==> src/rtl/lomo_pkg.sv <==
// Shared constants and types for the LOMO link receiver.
// String geometry, FSM state encoding and the header-check word positions.
package lomo_pkg;

    localparam int unsigned WORDS  = 20;
    localparam int unsigned WORD_W = 16;
    localparam int unsigned STR_W  = 6;
    localparam int unsigned FRM_W  = 9;

    // Words carrying the string/frame half-markers.
    localparam int unsigned HALF_A_IDX = 0;
    localparam int unsigned HALF_B_IDX = 10;

    localparam logic [4:0] ZERO_NIB_IDX [4] = '{5'd8, 5'd9, 5'd18, 5'd19};

    typedef enum logic [0:0] {
        StIdle,
        StShift
    } rx_state_e;

    function automatic logic is_zero_nib_idx(input logic [4:0] idx);
        logic hit;
        hit = 1'b0;
        for (int i = 0; i < 4; i++) begin
            if (idx == ZERO_NIB_IDX[i]) hit = 1'b1;
        end
        return hit;
    endfunction

endpackage

==> src/rtl/lomo_sync_edge.sv <==
// Three-flop synchroniser for one asynchronous input.
// With EDGE set the output is a one-cycle rising-edge strobe, otherwise the synchronised level.
module lomo_sync_edge #(
    parameter bit EDGE = 1'b1
) (
    input  logic clk_i,
    input  logic rst_ni,
    input  logic async_i,
    output logic out_o
);

    logic [2:0] sync_q;
    logic [2:0] sync_d;

    always_comb begin
        sync_d = {sync_q[1:0], async_i};
    end

    always_ff @(posedge clk_i or negedge rst_ni) begin
        if (!rst_ni) begin
            sync_q <= '0;
        end else begin
            sync_q <= sync_d;
        end
    end

    always_comb begin
        out_o = EDGE ? (sync_q[1] & ~sync_q[2]) : sync_q[1];
    end

endmodule

==> src/rtl/lomo_frame_rx.sv <==
// LOMO serial string receiver: rebuilds 16-bit words from MK/CLK/DAT,
// checks string header and string/frame sequence, and counts errors.
module lomo_frame_rx #(
    parameter int unsigned WORDS   = lomo_pkg::WORDS,
    parameter int unsigned WORD_W  = lomo_pkg::WORD_W,
    parameter int unsigned TIMEOUT = 1024
) (
    input  logic                       clk,
    input  logic                       reset,
    input  logic                       MK,
    input  logic                       CLK,
    input  logic                       DAT,
    output logic [WORD_W-1:0]          word_o,
    output logic [$clog2(WORDS)-1:0]   word_idx_o,
    output logic                       word_vld_o,
    output logic                       str_done_o,
    output logic [lomo_pkg::STR_W-1:0] str_num_o,
    output logic [lomo_pkg::FRM_W-1:0] frm_num_o,
    output logic                       err_hdr_o,
    output logic                       err_seq_o,
    output logic                       err_len_o,
    output logic [15:0]                err_cnt_o
);
    import lomo_pkg::*;

    localparam int unsigned IDX_W = $clog2(WORDS);
    localparam int unsigned BIT_W = $clog2(WORD_W);
    localparam int unsigned TMO_W = $clog2(TIMEOUT);

    logic clk_rise, mk_s, dat_s;

    lomo_sync_edge #(.EDGE(1'b1)) u_sync_clk (
        .clk_i(clk), .rst_ni(reset), .async_i(CLK), .out_o(clk_rise)
    );
    lomo_sync_edge #(.EDGE(1'b0)) u_sync_mk (
        .clk_i(clk), .rst_ni(reset), .async_i(MK), .out_o(mk_s)
    );
    lomo_sync_edge #(.EDGE(1'b0)) u_sync_dat (
        .clk_i(clk), .rst_ni(reset), .async_i(DAT), .out_o(dat_s)
    );

    rx_state_e          state_q, state_d;
    logic [WORD_W-1:0]  sh_q, sh_d, word_q, word_d, new_word;
    logic [BIT_W-1:0]   bit_cnt_q, bit_cnt_d;
    logic [IDX_W-1:0]   word_cnt_q, word_cnt_d, idx_q, idx_d;
    logic [TMO_W-1:0]   tmo_q, tmo_d;
    logic [WORD_W-1:1]  w0_q, w0_d;
    logic               hdr_bad_q, hdr_bad_d, lock_q, lock_d;
    logic [STR_W-1:0]   str_q, str_d, exp_str;
    logic [FRM_W-1:0]   frm_q, frm_d, exp_frm;
    logic               vld_q, vld_d, done_q, done_d;
    logic               err_hdr_q, err_hdr_d, err_seq_q, err_seq_d, err_len_q, err_len_d;
    logic [15:0]        err_cnt_q, err_cnt_d;
    logic               start, cur_bad, hdr_fail;
    logic [1:0]         err_inc;
    logic [16:0]        err_sum;

    always_comb begin
        new_word = {sh_q[WORD_W-2:0], dat_s};
        // Header rules applicable to the word completing on this edge.
        cur_bad = 1'b0;
        if (word_cnt_q == IDX_W'(HALF_A_IDX) && !new_word[0]) cur_bad = 1'b1;
        if (word_cnt_q == IDX_W'(HALF_B_IDX) &&
            (new_word[0] || new_word[WORD_W-1:1] != w0_q)) cur_bad = 1'b1;
        if (is_zero_nib_idx(word_cnt_q) && new_word[3:0] != 4'h0) cur_bad = 1'b1;
        hdr_fail = hdr_bad_q | cur_bad;
        exp_str  = str_q + STR_W'(1);
        exp_frm  = (str_q == '1) ? frm_q + FRM_W'(1) : frm_q;
    end

    always_comb begin
        state_d    = state_q;
        sh_d       = sh_q;
        bit_cnt_d  = bit_cnt_q;
        word_cnt_d = word_cnt_q;
        tmo_d      = tmo_q;
        w0_d       = w0_q;
        hdr_bad_d  = hdr_bad_q;
        word_d     = word_q;
        idx_d      = idx_q;
        str_d      = str_q;
        frm_d      = frm_q;
        lock_d     = lock_q;
        vld_d      = 1'b0;
        done_d     = 1'b0;
        err_hdr_d  = 1'b0;
        err_seq_d  = 1'b0;
        err_len_d  = 1'b0;
        start      = 1'b0;

        case (state_q)
            StIdle: begin
                if (clk_rise && mk_s) start = 1'b1;
            end
            StShift: begin
                if (clk_rise) begin
                    tmo_d = '0;
                    if (mk_s) begin
                        err_len_d = 1'b1;
                        start     = 1'b1;
                    end else if (bit_cnt_q == BIT_W'(WORD_W - 1)) begin
                        sh_d       = new_word;
                        bit_cnt_d  = '0;
                        word_cnt_d = word_cnt_q + IDX_W'(1);
                        vld_d      = 1'b1;
                        word_d     = new_word;
                        idx_d      = word_cnt_q;
                        hdr_bad_d  = hdr_fail;
                        if (word_cnt_q == IDX_W'(HALF_A_IDX)) w0_d = new_word[WORD_W-1:1];
                        if (word_cnt_q == IDX_W'(WORDS - 1)) begin
                            done_d    = 1'b1;
                            err_hdr_d = hdr_fail;
                            err_seq_d = lock_q &&
                                        (w0_q[STR_W:1] != exp_str ||
                                         w0_q[WORD_W-1:STR_W+1] != exp_frm);
                            str_d     = w0_q[STR_W:1];
                            frm_d     = w0_q[WORD_W-1:STR_W+1];
                            lock_d    = ~hdr_fail;
                            state_d   = StIdle;
                        end
                    end else begin
                        sh_d      = new_word;
                        bit_cnt_d = bit_cnt_q + BIT_W'(1);
                    end
                end else if (tmo_q == TMO_W'(TIMEOUT - 1)) begin
                    err_len_d = 1'b1;
                    state_d   = StIdle;
                end else begin
                    tmo_d = tmo_q + TMO_W'(1);
                end
            end
            default: state_d = StIdle;
        endcase

        if (start) begin
            state_d    = StShift;
            sh_d       = {{(WORD_W - 1){1'b0}}, dat_s};
            bit_cnt_d  = BIT_W'(1);
            word_cnt_d = '0;
            tmo_d      = '0;
            hdr_bad_d  = 1'b0;
        end
        if (err_len_d) lock_d = 1'b0;

        err_inc   = 2'(err_hdr_d) + 2'(err_seq_d) + 2'(err_len_d);
        err_sum   = {1'b0, err_cnt_q} + 17'(err_inc);
        err_cnt_d = err_sum[16] ? 16'hFFFF : err_sum[15:0];
    end

    always_ff @(posedge clk or negedge reset) begin
        if (!reset) begin
            state_q    <= StIdle;
            sh_q       <= '0;
            bit_cnt_q  <= '0;
            word_cnt_q <= '0;
            tmo_q      <= '0;
            w0_q       <= '0;
            hdr_bad_q  <= 1'b0;
            lock_q     <= 1'b0;
            word_q     <= '0;
            idx_q      <= '0;
            str_q      <= '0;
            frm_q      <= '0;
            vld_q      <= 1'b0;
            done_q     <= 1'b0;
            err_hdr_q  <= 1'b0;
            err_seq_q  <= 1'b0;
            err_len_q  <= 1'b0;
            err_cnt_q  <= '0;
        end else begin
            state_q    <= state_d;
            sh_q       <= sh_d;
            bit_cnt_q  <= bit_cnt_d;
            word_cnt_q <= word_cnt_d;
            tmo_q      <= tmo_d;
            w0_q       <= w0_d;
            hdr_bad_q  <= hdr_bad_d;
            lock_q     <= lock_d;
            word_q     <= word_d;
            idx_q      <= idx_d;
            str_q      <= str_d;
            frm_q      <= frm_d;
            vld_q      <= vld_d;
            done_q     <= done_d;
            err_hdr_q  <= err_hdr_d;
            err_seq_q  <= err_seq_d;
            err_len_q  <= err_len_d;
            err_cnt_q  <= err_cnt_d;
        end
    end

    assign word_o     = word_q;
    assign word_idx_o = idx_q;
    assign word_vld_o = vld_q;
    assign str_done_o = done_q;
    assign str_num_o  = str_q;
    assign frm_num_o  = frm_q;
    assign err_hdr_o  = err_hdr_q;
    assign err_seq_o  = err_seq_q;
    assign err_len_o  = err_len_q;
    assign err_cnt_o  = err_cnt_q;

endmodule

==> config.mk <==
export PLATFORM = sky130hd
export DESIGN_NAME = lomo_frame_rx
export DESIGN_NICKNAME = d
export VERILOG_FILES = /design/src/rtl/lomo_pkg.sv /design/src/rtl/lomo_sync_edge.sv /design/src/rtl/lomo_frame_rx.sv
export SDC_FILE = /design/constraint.sdc
export NUM_CORES = 1
export LEC_CHECK = 0
export CAP_MARGIN = 15
export CORE_AREA = 10 10 120 122
export DETAILED_ROUTE_END_ITERATION = 7
export DIE_AREA = 0 0 130 132
export PLACE_DENSITY = 0.65
export SKIP_LAST_GASP = 1
export SLEW_MARGIN = 25
export SYNTH_ARGS = -nofsm -noshare
export SYNTH_HDL_FRONTEND = slang
export SYNTH_SLANG_ARGS = --single-unit
==> constraint.sdc <==
create_clock -name clk -period 5.3 [get_ports clk]
set_input_delay 1.06 -clock clk [delete_from_list [all_inputs] [get_ports clk]]
set_output_delay 1.06 -clock clk [all_outputs]
set_load 0.005 [all_outputs]
Word-level counts from Yosys, hierarchy flattened

Cells that the tools add are included.

Multiply operators: 0
Reductions and logical operators: 24
Muxes and demuxes: 71
Bitwise operators: 6
Equal/unequal tests: 14
Order comparisons: 0
Div/mod/pow operators: 0
Add/sub/neg operators: 8
Shift-type cells: 0

Operator list:

| cell                    | number |
|---|---|
| $mux W15                | 4 |
| $mux W1                 | 50 |
| $mux W10                | 4 |
| $mux W5                 | 5 |
| $mux W4                 | 5 |
| $add A16 B2 Y17         | 1 |
| $mux W16                | 1 |
| $eq A5 B4 Y1 const B    | 3 |
| $ne A15 B15 Y1          | 1 |
| $reduce_and A5 Y1       | 3 |
| $reduce_bool A2 Y1      | 7 |
| $add A10 B1 Y10 const B | 1 |
| $eq A10 B10 Y1 const B  | 1 |
| $eq A5 B5 Y1 const B    | 2 |
| $add A9 B1 Y9 const B   | 1 |
| $mux W9                 | 1 |
| $ne A9 B9 Y1            | 1 |
| $reduce_and A4 Y1       | 2 |
| $add A6 B1 Y6 const B   | 1 |
| $eq A6 B6 Y1 const B    | 1 |
| $ne A6 B6 Y1            | 1 |
| $add A5 B1 Y5 const B   | 1 |
| $logic_and A1 B1 Y1     | 5 |
| $logic_not A5 Y1        | 1 |
| 15 further kinds        | 20 |

Memories kept: 0
Latch bits: 0
Word-level logic and storage cells: 144
ROM bits: 0
Output and inout bits: 57
Register bits: 116
RAM bits: 0
Input port bits: 5

Longest topological paths before layout

Gate-level depths: netlist of run 1.

Depth in word-level cells: 17
Depth in mapped cells: 17
Gate-level depth less buffers: 16

Cells and area by module

A second synthesis of run 1 with hierarchy kept.

Cells, all modules: 496
Area, all modules: 5,425.2 µm²

By module, submodules not included:

| module                           | instances | cells an instance | sequential area each (µm²) | area each (µm²) |
|---|---|---|---|---|
| lomo_frame_rx                    | 1         | 488               | 2,727.6                    | 5,236.3 |
| lomo_sync_edge at u_sync_dat ... | 2         | 2                 | 50.0                       | 50.0 |
| lomo_sync_edge at u_sync_clk     | 1         | 4                 | 75.1                       | 88.8 |

Worst setup path before layout of run 1

Ideal clock, no wire load.

Kind: register to register
Start point: reg bit_cnt_q[0]
End point: reg err_cnt_q[8], in the netlist err_cnt_o[8]
Setup slack: 1.507 ns
Period minus slack after synthesis: 3.793 ns
Cell stages (with the launch flop): 18
Setup time: 0.142 ns
Buffers on the path: 2
Data required time: 5.158 ns
Data arrival time: 3.651 ns
Path through: dfrtp_1 -> ha_1 -> and3_1 -> nand2_1 -> nor3b_2 -> nand4_1 -> clkbuf_1 -> nor2_1 -> fa_1 -> ha_1 -> fa_1 -> nand4_1 -> nor2_1 -> nand2_1 -> nor2_1 -> nand4_1 -> clkbuf_1 -> o21ai_0

Word-level cells in the longest chain between the ends: 9
Elaborated cells between the ends (all ways): 13
Those cells by class: 3 x add/sub; 1 x eq/ne; 9 x mux

Ends and longest elaborated chain:

| item                   | RTL line             | source |
|---|---|---|
| start, declared        | lomo_frame_rx.sv:44  | `logic [BIT_W-1:0] bit_cnt_q, bit_cnt_d;` |
| start signal, assigned | lomo_frame_rx.sv:173 | `bit_cnt_q <= bit_cnt_d;` |
| $eq A4 B4 Y1           | lomo_frame_rx.sv:101 | `end else if (bit_cnt_q == BIT_W'(WORD_W - 1)) begin` |
| $mux W1                | lomo_frame_rx.sv:101 |  |
| $mux W1                | lomo_frame_rx.sv:98  | `if (mk_s) begin` |
| $mux W1                | lomo_frame_rx.sv:96  | `if (clk_rise) begin` |
| $mux W1                | lomo_frame_rx.sv:91  | `case (state_q)` |
| via err_hdr_d          | lomo_frame_rx.sv:52  | `logic err_hdr_q, err_hdr_d, err_seq_q, err_seq_d, err_len_q, err_len_d;` |
| $add A1 B1 Y2          | lomo_frame_rx.sv:145 | `err_inc = 2'(err_hdr_d) + 2'(err_seq_d) + 2'(err_len_d);` |
| $add A2 B1 Y2          | lomo_frame_rx.sv:145 |  |
| $add A16 B2 Y17        | lomo_frame_rx.sv:146 | `err_sum = {1'b0, err_cnt_q} + 17'(err_inc);` |
| $mux W16               | lomo_frame_rx.sv:147 | `err_cnt_d = err_sum[16] ? 16'hFFFF : err_sum[15:0];` |
| via err_cnt_d[8]       | lomo_frame_rx.sv:53  | `logic [15:0] err_cnt_q, err_cnt_d;` |
| end signal, assigned   | lomo_frame_rx.sv:188 | `err_cnt_q <= err_cnt_d;` |
| end, declared          | lomo_frame_rx.sv:53  |  |

The timed path passes the listed nets, and every way through them passes these cells.
A chain may end at the register's enable or synchronous reset.

Final worst setup path of run 1

Start point: reg str_q[0], in the netlist str_num_o[0]
End point: reg err_cnt_q[8], in the netlist err_cnt_o[8]

Word-level cells in the longest chain between the ends: 14
Elaborated cells between the ends (all ways): 16
Those cells by class: 4 x add/sub; 3 x eq/ne; 7 x mux; 2 x reduce/logical

Ends and longest elaborated chain:

| item                                                                  | RTL line             | source |
|---|---|---|
| start, declared                                                       | lomo_frame_rx.sv:49  | `logic [STR_W-1:0] str_q, str_d, exp_str;` |
| start signal, assigned                                                | lomo_frame_rx.sv:181 | `str_q <= str_d;` |
| parallel branches: the longest is 3 deep, another holds $add A6 B1 Y6 | n/a                  |  |
| $logic_or A1 B1 Y1 (*)                                                | lomo_frame_rx.sv:114 | `(w0_q[STR_W:1] != exp_str \|\|` |
| $logic_and A1 B1 Y1 (*)                                               | lomo_frame_rx.sv:113 | `err_seq_d = lock_q &&` |
| $mux W1 (*)                                                           | lomo_frame_rx.sv:110 | `if (word_cnt_q == IDX_W'(WORDS - 1)) begin` |
| $mux W1 (*)                                                           | lomo_frame_rx.sv:101 |  |
| $mux W1 (*)                                                           | lomo_frame_rx.sv:98  |  |
| $mux W1 (*)                                                           | lomo_frame_rx.sv:96  |  |
| $mux W1 (*)                                                           | lomo_frame_rx.sv:91  |  |
| via err_seq_d                                                         | lomo_frame_rx.sv:52  |  |
| $add A1 B1 Y2 (*)                                                     | lomo_frame_rx.sv:145 |  |
| $add A2 B1 Y2 (*)                                                     | lomo_frame_rx.sv:145 |  |
| $add A16 B2 Y17 (*)                                                   | lomo_frame_rx.sv:146 |  |
| $mux W16 (*)                                                          | lomo_frame_rx.sv:147 |  |
| via err_cnt_d[8]                                                      | lomo_frame_rx.sv:53  |  |

Mark *: on every way through the listed nets, which the timed path passes.

==> impl_metrics.csv, run 1 <==
group,metric,value,unit
global_route,antenna_found_initial,0,
cells_and_area,fin_nets,545,
cts,cts_setup_buffers,0,
sta,finalSetupViolations,0,
placed_design,place_hpwl,7.95,mm
route,drc,0,
cells_and_area,drive_gt1_frac,0.169,
floorplan,start_util,0.451,
sta,setup_tns,0,ns
power_and_ir_drop,vdd_drop_max,0.263,mV
cells_and_area,final_util,0.565,
sta,tightest_slew,0.830,ns
sta,grt_setup_unrepaired,"no",
placed_design,portBuffers,61,
global_route,grt_overflow_total,0,
logic_synthesis,syn_area,5370,um2
logic_synthesis,synth.top_cell.area_share,0.541,
placed_design,place_congestion,0.856,
logic_synthesis,ys_seq_area_frac,0.541,
cts,cts_tree,"built",
logic_synthesis,synth.area.top_cells,"dfrtp_1 54%, mux2_2 10%, xor2_1 4.9%",
logic_synthesis,netlist_instances,460,
critical_path,cp-end-kind,"register",
logic_synthesis,synth_edf_count,0,
cts,numCtsBuffers,17,
route,first_pass_iters,4,
cells_and_area,n_antenna_cell,0,
cts,hold_buffers,0,
cts,numClockSinks,116,
sta,slew_headroom,0.447,
global_route,grt_use_total,0.141,
logic_synthesis,synthFlopType,"dfrtp_1",
sta,fmax,0.248,GHz
critical_path,critPathKind,"register to register",
logic_synthesis,ys_seq_elements,116,
global_route,grt_pass1_wl,19.2,mm
power_and_ir_drop,power_density,355,nW/um2
route,antenna_left,0,
logic_synthesis,yosysUniqueCellTypes,51,
cts,clock_latency,0.41,ns
cts,root_buffer,"clkbuf_16",
route,post_drt_wl_per_cell,16.5,um
cts,cts_htree_levels,4,
logic_synthesis,yosys_warnings,0,
critical_path,crit_fanout,13,
critical_path,required,5.56,ns
logic_synthesis,synth_nets,477,
floorplan,rows,40,
sta,post-route-min-period,4.03,ns
floorplan,die_y,132,um
cts,clockBufferDepth,2,
cells_and_area,syn2layout_area_growth,25.3,%
hold_path,min-delay-path-class,"register to register",
global_route,grt_start_max_net_pins,68,
status,status,"finished, final reports clean",
route,first_iter_violations,200,
sta,slew_violations,0,
power_and_ir_drop,cellLeakagePower,3.15,nW
logic_synthesis,asyncSetResetFlopFracSynth,1.00,
floorplan,die_w,130,um
route,routed_wl,11.3,mm
sta,fin_skew,0.00688,ns
floorplan,core_area,11900,um2
critical_path,startpoint_type,"register",
critical_path,arrival,4.29,ns
sta,finalCritPeriodShare,0.760,
floorplan,die-area,17200,um2
route,vias_per_cell,5.48,
job,drv_cap,0,
logic_synthesis,synth.avg_cell_area,11.7,um2
route,routed-via-count,3762,
sta,hold_violations,0,
logic_synthesis,synth_top_cell_by_area,"dfrtp_1",
cts,clkSlewWorstSetupHoldPaths,0.05,ns
global_route,grt_pass1_vias,3834,
floorplan,io_pins,62,
cts,ctsResizeCount,0,
## synthesized netlist by cell type, drive strengths merged, types with 11 or more instances
cell type / n
dfrtp: 116
mux2: 50
nand2: 39
nor2: 30
xor2: 30
xnor2: 20
o21ai: 18
a22o: 16
nand3: 14
nand4: 13
clkbuf: 11
## flip-flops by register name (all words and copies together), names as in the netlist, 2 cells and up
signal,flops
err_cnt_o,16
word_o,16
sh_q,15
w0_q,15
tmo_q,10
frm_num_o,9
str_num_o,6
word_cnt_q,5
word_idx_o,5
bit_cnt_q,4
u_sync_clk.sync_q,3
u_sync_dat.sync_q,2
u_sync_mk.sync_q,2
## cells in the final DEF, fill, tap and decap left out, types with 3 or more instances in the layout
cell type	instances
dfrtp_1	116
clkdlybuf4s50_1	60
mux2_2	50
nand2_1	39
xor2_1	30
nor2_1	29
xnor2_1	20
clkbuf_16	17
o21ai_0	16
a22o_1	16
nand4_1	13
nand3_1	13
a21oi_1	10
ha_1	10
inv_1	8
nor4_1	7
a31oi_1	7
a211oi_1	5
clkinv_2	5
o211ai_1	4
nand3b_1	4
buf_4	4
and3_1	3
and2_1	3
nand2b_1	3
bufinv_16	3
## power by group
group	switching, mW	internal [mW]	leakage, nW
clock	0.384	0.756	0.292
combinational	0.0938	0.114	1.28
sequential	0.0863	0.953	1.58
## final cells by class
| cell class | instances | area, um2 |
|---|---|---|
| fillers | 1037 | 5180 |
| clock buffers | 21 | 460 |
| clock inverters | 10 | 131 |
| repair buffers | 64 | 631 |
| well taps | 147 | 184 |
| inverters | 8 | 30.0 |
| multi-input cells | 321 | 2390 |
| flip-flops and latches | 116 | 2900 |
## cells by family after synthesis
logic type	Yosys count	share of synthesized area
simple gates	134	0.128
flops	116	0.541
compound gates	73	0.0932
mux	52	0.109
xor+xnor	50	0.0815
buf+inv	23	0.0170
fa+ha+maj	12	0.0308
## critical path, stage by stage, from the launching register on
cell      delay, ns
dfrtp_1        0.42
ha_1           0.26
and4_4         0.26
nand3_2        0.10
or4_1          0.54
a2111o_1       0.42
o311a_1        0.34
ha_1           0.24
fa_1           0.43
nand4_1        0.14
nor2_1         0.07
nand2_1        0.08
nor2_1         0.07
nand4_1        0.35
o21ai_0        0.17
## per-layer routing
layer,global-route usage,wire length (um),vias to the layer above
met1,0.173,4990,1877
met2,0.212,5460,84
li1,-,-,1783
met5,0,0,-
met3,0.0583,698,18
met4,0.0594,192,0
## through the flow
stage	hold slack, ns	instance area [um2]	total power [mW]	instances	setup slack, ns
global placement	0.335	6130	1.25	656	1.39
floorplan	0.331	5370	1.16	460	1.51
detailed placement	0.337	6130	1.26	656	1.28
finish	0.346	6730	2.39	687	1.27
global route	0.351	6730	2.50	687	0.792
CTS	0.348	6730	2.42	687	1.27
## final timing paths
kind                                                     start  depth (start not counted)                              to  slack, ns
min in group asynchronous                                reset                          1        frm_num_o[5]$_DFFE_PN0P_       0.75
worst min register to register  u_sync_dat.sync_q[0]$_DFF_PN0_                          0  u_sync_dat.sync_q[1]$_DFF_PN0_       0.35
worst max register to register        str_num_o[0]$_DFFE_PN0P_                         14          err_cnt_o[8]$_DFF_PN0_       1.27
max in group asynchronous                                reset                          2            tmo_q[1]$_DFFE_PN0P_       3.39
worst max-delay path                  str_num_o[0]$_DFFE_PN0P_                         14          err_cnt_o[8]$_DFF_PN0_       1.27
worst min-delay path            u_sync_dat.sync_q[0]$_DFF_PN0_                          0  u_sync_dat.sync_q[1]$_DFF_PN0_       0.35
No activity file was read; power rests on OpenSTA's default activity.
==> run 2: changes to the inputs <==
Settings changed: PLACE_DENSITY 0.65 to 0.68.
Clock period 5.3 ns to 3.4 ns, I/O delays scaled along.
==> run 2 against run 1 <==
Compared with the run above:
- the run now ends with setup timing left
- combinational power rose by 86%
- count of clock-buffer cells in the layout rose by 2
- sequential share of layout area fell by 2.9 points
- clock skew rose by 0.0076 ns
- power rose by 59%
- non-clock buffer count rose by 49
- largest power group unchanged
- critical endpoint is now err_cnt_o[4]$_DFF_PN0_
- sequential power rose by 56%
- critical path type unchanged
==> impl_metrics.csv, run 2 (synthesis results as in run 1) <==
group,metric,value,unit
sta,fmax,0.293,GHz
cts,numCtsBuffers,17,
critical_path,critPathKind,"register to register",
floorplan,start_util,0.451,
power_and_ir_drop,vdd_drop_max,0.392,mV
status,violations,"setup timing",
power_and_ir_drop,clockPowerShare,0.472,
floorplan,die_w,130,um
cts,clkSlewWorstSetupHoldPaths,0.05,ns
power_and_ir_drop,internal_power,2.88,mW
floorplan,rows,40,
sta,finalSetupViolations,3,
route,routed_wl,12.2,mm
placed_design,portBuffers,61,
status,status,"finished with violations",
power_and_ir_drop,total_power,3.80,mW
sta,tightest_slew,0.723,ns
cts,root_buffer,"clkbuf_16",
cells_and_area,drive_gt1_frac,0.263,
cells_and_area,n_antenna_cell,0,
route,drt-met1-wl,5.28,mm
hold_path,min-delay-path-class,"primary input to async pin",
cts,numClockSinks,116,
cts,cts_htree_levels,4,
cells_and_area,layout_commonest_cell,"dfrtp_1",
placed_design,place_hpwl,8.61,mm
critical_path,slowest_stage,"fa_1",
floorplan,die_y,132,um
cts,clockBufferDepth,2,
placed_design,place_congestion,0.856,
cts,cts_tree,"built",
route,routed-via-count,3970,
cts,clock_latency,0.41,ns
route,drc,0,
power_and_ir_drop,cellLeakagePower,3.39,nW
cells_and_area,multi_input_area,2480,um2
global_route,antenna_found_initial,0,
route,post_drt_wl_per_cell,16.5,um
global_route,grt_pass1_wl,20.1,mm
cts,hold_buffers,0,
sta,slew_violations,0,
sta,post-route-min-period,3.41,ns
floorplan,die-area,17200,um2
route,wl_met3,704,um
power_and_ir_drop,switching_share,0.241,
critical_path,cp-end-kind,"register",
critical_path,startpoint_type,"register",
sta,fin_skew,0.0145,ns
power_and_ir_drop,power_switching,917,uW
sta,hold_violations,0,
placed_design,placed_area,6490,um2
critical_path,arrival,3.75,ns
power_and_ir_drop,p_seq_frac,0.427,
cells_and_area,fillerInstances,995,
sta,slew_headroom,0.518,
sta,finalCritPeriodShare,1.00,
critical_path,crit_top_cell,"nand4_1",
cells_and_area,final_area,7210,um2
cells_and_area,layout_common_cells,"114 x dfrtp_1, 60 x clkdlybuf4s50_1, 50 x mux2_2, 50 x buf_4, 39 x nand2_1",
route,top_layer,"met4",
global_route,grt_use_total,0.147,
critical_path,cp_cell_sequence,"inv_2 -> ha_4 -> o211ai_1 -> a21oi_1 -> or3_4 -> a31oi_4 -> nor2_4 -> fa_1 -> ha_2 -> fa_2 -> nand4_1 -> nor2_1 -> nand2_1 -> nor2_2 -> nand4_1 -> buf_6 -> o21ai_1",
floorplan,io_pins,62,
route,vias_per_cell,5.39,
floorplan,core_area,11900,um2
power_and_ir_drop,comb_power_share,0.101,
cells_and_area,fin_nets,594,
job,drv_cap,0,
route,first_iter_violations,213,
route,first_pass_iters,6,
global_route,grt_pass1_vias,3943,
global_route,grt_overflow_total,0,
cells_and_area,seq_area,2910,um2
global_route,grt_start_max_net_pins,57,
sta,grt_setup_unrepaired,"yes",
route,wl_met2,6.06,mm
critical_path,required,3.74,ns
power_and_ir_drop,power_density,527,nW/um2
sta,fin_ws,-0.0147,ns
critical_path,crit_fanout,7,
route,antenna_left,0,
cells_and_area,syn2layout_area_growth,34.3,%
critical_path,slowest_delay,0.49,ns
-- run 2: cell count changes in the layout (fill, tap and decap cells not counted), sizes merged --
| cell | before | now |
|---|---|---|
| buf | 4 | 53 |
| clkbuf | 21 | 23 |
| clkinv | 6 | 3 |
| clkinvlp | 1 | 3 |
-- run 2: path summary, 6_finish.rpt --
| check | startpoint | end | slack, ns | depth (start not counted) |
|---|---|---|---|---|
| setup / recovery | word_cnt_q[0]$_DFFE_PN0P_ | err_cnt_o[4]$_DFF_PN0_ | -0.01 | 17 |
| setup reg to reg | word_cnt_q[0]$_DFFE_PN0P_ | err_cnt_o[4]$_DFF_PN0_ | -0.01 | 17 |
| hold reg to reg | u_sync_dat.sync_q[0]$_DFF_PN0_ | u_sync_dat.sync_q[1]$_DFF_PN0_ | 0.35 | 0 |
| min in group clk | u_sync_dat.sync_q[0]$_DFF_PN0_ | u_sync_dat.sync_q[1]$_DFF_PN0_ | 0.35 | 0 |
| hold / removal | reset | str_num_o[2]$_DFFE_PN0P_ | 0.33 | 1 |
| max in group asynchronous | reset | err_cnt_o[14]$_DFF_PN0_ | 2.36 | 2 |
-- run 2: layout make-up --
type	count	area share
Clock inverter	9	0.0177
Sequential cell	116	0.403
Inverter	8	0.00416
Multi-Input combinational cell	321	0.344
Clock buffer	23	0.0649
Tap cell	147	0.0255
Timing Repair Buffer	113	0.141
-- run 2: critical path, delay by kind of cell, from the launching register on --
kind	cells	cell delay, ns
and+or+nand+nor	7	1.09
AOI/OAI and AO/OA	4	0.51
DFF	1	0.42
buffers and inverters	2	0.27
adders and majority gates	4	1.05
-- run 2: timing repair --
item / in CTS / in global routing
pin swaps: 11 / 1
endpoints found under the setup margin: 15 / 16
resized for setup: 16 / 6
setup buffers: 3 / 2
gates cloned: 1 / 0
-- run 2: power groups by stage --
stage / logic [mW] / clock network (mW) / registers [mW]
after CTS: 0.391 / 1.83 / 1.62
after global routing: 0.439 / 1.89 / 1.64
after floorplan: 0.198 / 0 / 1.61
after detailed placement: 0.370 / 0 / 1.64
final: 0.386 / 1.79 / 1.62
after global placement: 0.358 / 0 / 1.63
-- run 2: layer usage --
layer | up-vias | track usage
li1 | 1888 | -
met1 | 1982 | 0.180
met2 | 86 | 0.235
met3 | 14 | 0.0543
met4 | 0 | 0.0400
met5 | - | 0
-- run 2: per-stage QoR --
step | hold WS, ns | setup slack (ns) | TNS, ns | utilization | std cells
floorplan | 0.331 | 0.00347 | 0 | - | 460
global placement | 0.333 | -0.0642 | -0.445 | 0.545 | 699
detailed placement | 0.335 | -0.165 | -1.66 | 0.545 | 699
CTS | 0.342 | -0.0119 | -0.0749 | 0.602 | 735
global route | 0.348 | -0.206 | -2.77 | 0.606 | 737
finish | 0.325 | -0.0147 | -0.0279 | 0.606 | 737
==> run 3: changes to the inputs <==
Settings changed: PLACE_DENSITY 0.68 to 0.69.
==> run 3 against run 2 <==
Compared with the run above:
- the flow still finishes with violations (setup timing)
- power grew 0.68%
- count of clock-buffer cells in the layout increased by 1
- sequential share of layout area decreased by 0.27 points
- clock power is essentially flat
- sequential power about the same
- maximum frequency decreased by 2.9%
- largest cell class unchanged
==> impl_metrics.csv, run 3 (synthesis results as in run 1) <==
group,metric,value,unit
cells_and_area,seq_area,2910,um2
sta,hold_violations,0,
floorplan,die_w,130,um
power_and_ir_drop,cellLeakagePower,3.39,nW
cells_and_area,multi_input_area,2560,um2
route,routed_wl,12.8,mm
power_and_ir_drop,power_density,527,nW/um2
cells_and_area,syn2layout_area_growth,35.3,%
critical_path,arrival,3.85,ns
sta,tightest_slew,0.638,ns
critical_path,cp-end-kind,"register",
global_route,antenna_found_initial,0,
status,status,"finished with violations",
cts,clockBufferDepth,2,
status,violations,"setup timing",
sta,fin_ws,-0.117,ns
sta,slew_headroom,0.575,
floorplan,start_util,0.451,
cells_and_area,layout_common_cells,"113 x dfrtp_1, 60 x clkdlybuf4s50_1, 50 x mux2_2",
sta,grt_setup_unrepaired,"yes",
critical_path,critPathTopFamily,"simple AND/OR/NAND/NOR gates",
sta,fin_skew,0.00990,ns
placed_design,portBuffers,61,
route,vias_per_cell,5.52,
floorplan,core_area,11900,um2
cells_and_area,final_area,7270,um2
placed_design,placed_cells,689,
global_route,grt_pass1_vias,4148,
global_route,grt_start_max_net_pins,117,
placed_design,placed_area,6420,um2
global_route,grt_pass1_wl,21.1,mm
critical_path,critPathKind,"register to register",
cells_and_area,final_util,0.610,
job,drv_cap,0,
critical_path,crit_fanout,7,
cts,numClockSinks,116,
cells_and_area,layout_commonest_cell,"dfrtp_1",
cts,numCtsBuffers,17,
cts,root_buffer,"clkbuf_16",
floorplan,rows,40,
placed_design,pre_cts_ws,-0.162,ns
sta,finalSetupViolations,15,
sta,fmax,0.284,GHz
sta,post-route-min-period,3.52,ns
route,first_iter_violations,267,
placed_design,place_congestion,0.845,
critical_path,required,3.74,ns
floorplan,die_y,132,um
critical_path,cp_cell_sequence,"ha_4 -> o211ai_1 -> a21oi_1 -> or3_4 -> a31oi_4 -> nor2_4 -> fa_1 -> ha_4 -> fa_2 -> nand4_1 -> nor2_1 -> nand2_1 -> nor2_2 -> nand4_1 -> buf_6 -> o21ai_1",
floorplan,die-area,17200,um2
cts,cts_htree_levels,4,
power_and_ir_drop,total_power,3.83,mW
critical_path,slowest_delay,0.58,ns
global_route,grt_use_total,0.153,
sta,finalCritPeriodShare,1.03,
sta,setup_tns,-1.31,ns
route,antenna_left,0,
critical_path,critPathBufInv,1,
power_and_ir_drop,vdd_drop_max,0.388,mV
cts,clock_latency,0.41,ns
cts,clkSlewWorstSetupHoldPaths,0.06,ns
critical_path,slowest_stage,"fa_1",
cells_and_area,fillerInstances,959,
cells_and_area,drive_gt1_frac,0.287,
route,post_drt_wl_per_cell,17.5,um
cts,cts_tree,"built",
route,routed-via-count,4037,
route,drc,0,
floorplan,io_pins,62,
route,first_pass_iters,5,
placed_design,place_hpwl,8.58,mm
cells_and_area,layout.cells.non_filler,732,
cells_and_area,n_antenna_cell,0,
hold_path,min-delay-path-class,"primary input to async pin",
cts,hold_buffers,0,
sta,slew_violations,0,
critical_path,startpoint_type,"register",
global_route,grt_overflow_total,0,
sta,whs,0.311,ns
cells_and_area,fin_nets,589,
run 3: changes by cell type in the layout (fill, tap and decap cells not counted), sizes merged:
| cell | change |
|---|---|
| clkbuf | +1 |
| buf | -5 |
| bufinv | -1 |
run 3: power by group:
group	internal [mW]	leakage, nW	switching (mW)
logic	0.223	1.52	0.177
clock network	1.19	0.294	0.614
registers	1.49	1.57	0.136
total	2.90	3.39	0.927
run 3: final cells by class:
| type | instances | area share |
|---|---|---|
| timing repair buffer | 108 | 0.135 |
| clock buffer | 24 | 0.0704 |
| clock inverter | 8 | 0.0134 |
| tap | 147 | 0.0253 |
| inverter | 8 | 0.00413 |
| multi-input combinational | 321 | 0.352 |
| sequential | 116 | 0.400 |
run 3: repair_timing:
item	4_1_cts	5_1_grt
gates resized for setup	27	11
pin swaps	11	5
setup buffers	7	4
gates cloned	1	0
setup endpoints to repair	16	16
run 3: worst paths after layout:
path                                               start  slack (ns)                       endpoint  cells after the start
min in group clk           u_sync_mk.sync_q[0]$_DFF_PN0_        0.35  u_sync_mk.sync_q[1]$_DFF_PN0_                      0
min                                                reset        0.31       frm_num_o[5]$_DFFE_PN0P_                      2
min reg2reg                u_sync_mk.sync_q[0]$_DFF_PN0_        0.35  u_sync_mk.sync_q[1]$_DFF_PN0_                      0
max                            word_cnt_q[1]$_DFFE_PN0P_       -0.12         err_cnt_o[4]$_DFF_PN0_                     16
max in group asynchronous                          reset        2.55       str_num_o[0]$_DFFE_PN0P_                      2
max reg2reg                    word_cnt_q[1]$_DFFE_PN0P_       -0.12         err_cnt_o[4]$_DFF_PN0_                     16
run 3: worst reg2reg max path, cell delays in order (launching register included):
cell,delay [ns]
dfrtp_2,0.45
ha_4,0.18
o211ai_1,0.19
a21oi_1,0.09
or3_4,0.40
a31oi_4,0.21
nor2_4,0.06
fa_1,0.58
ha_4,0.15
fa_2,0.20
nand4_1,0.10
nor2_1,0.15
nand2_1,0.12
nor2_2,0.12
nand4_1,0.18
buf_6,0.20
o21ai_1,0.07
run 3: layer usage:
layer	vias to the layer above	GRT usage	share of wire
li1	1879	-	-
met1	2046	0.184	0.43
met2	94	0.254	0.51
met3	18	0.0434	0.050
met4	0	0.0531	0.013
met5	-	0	0
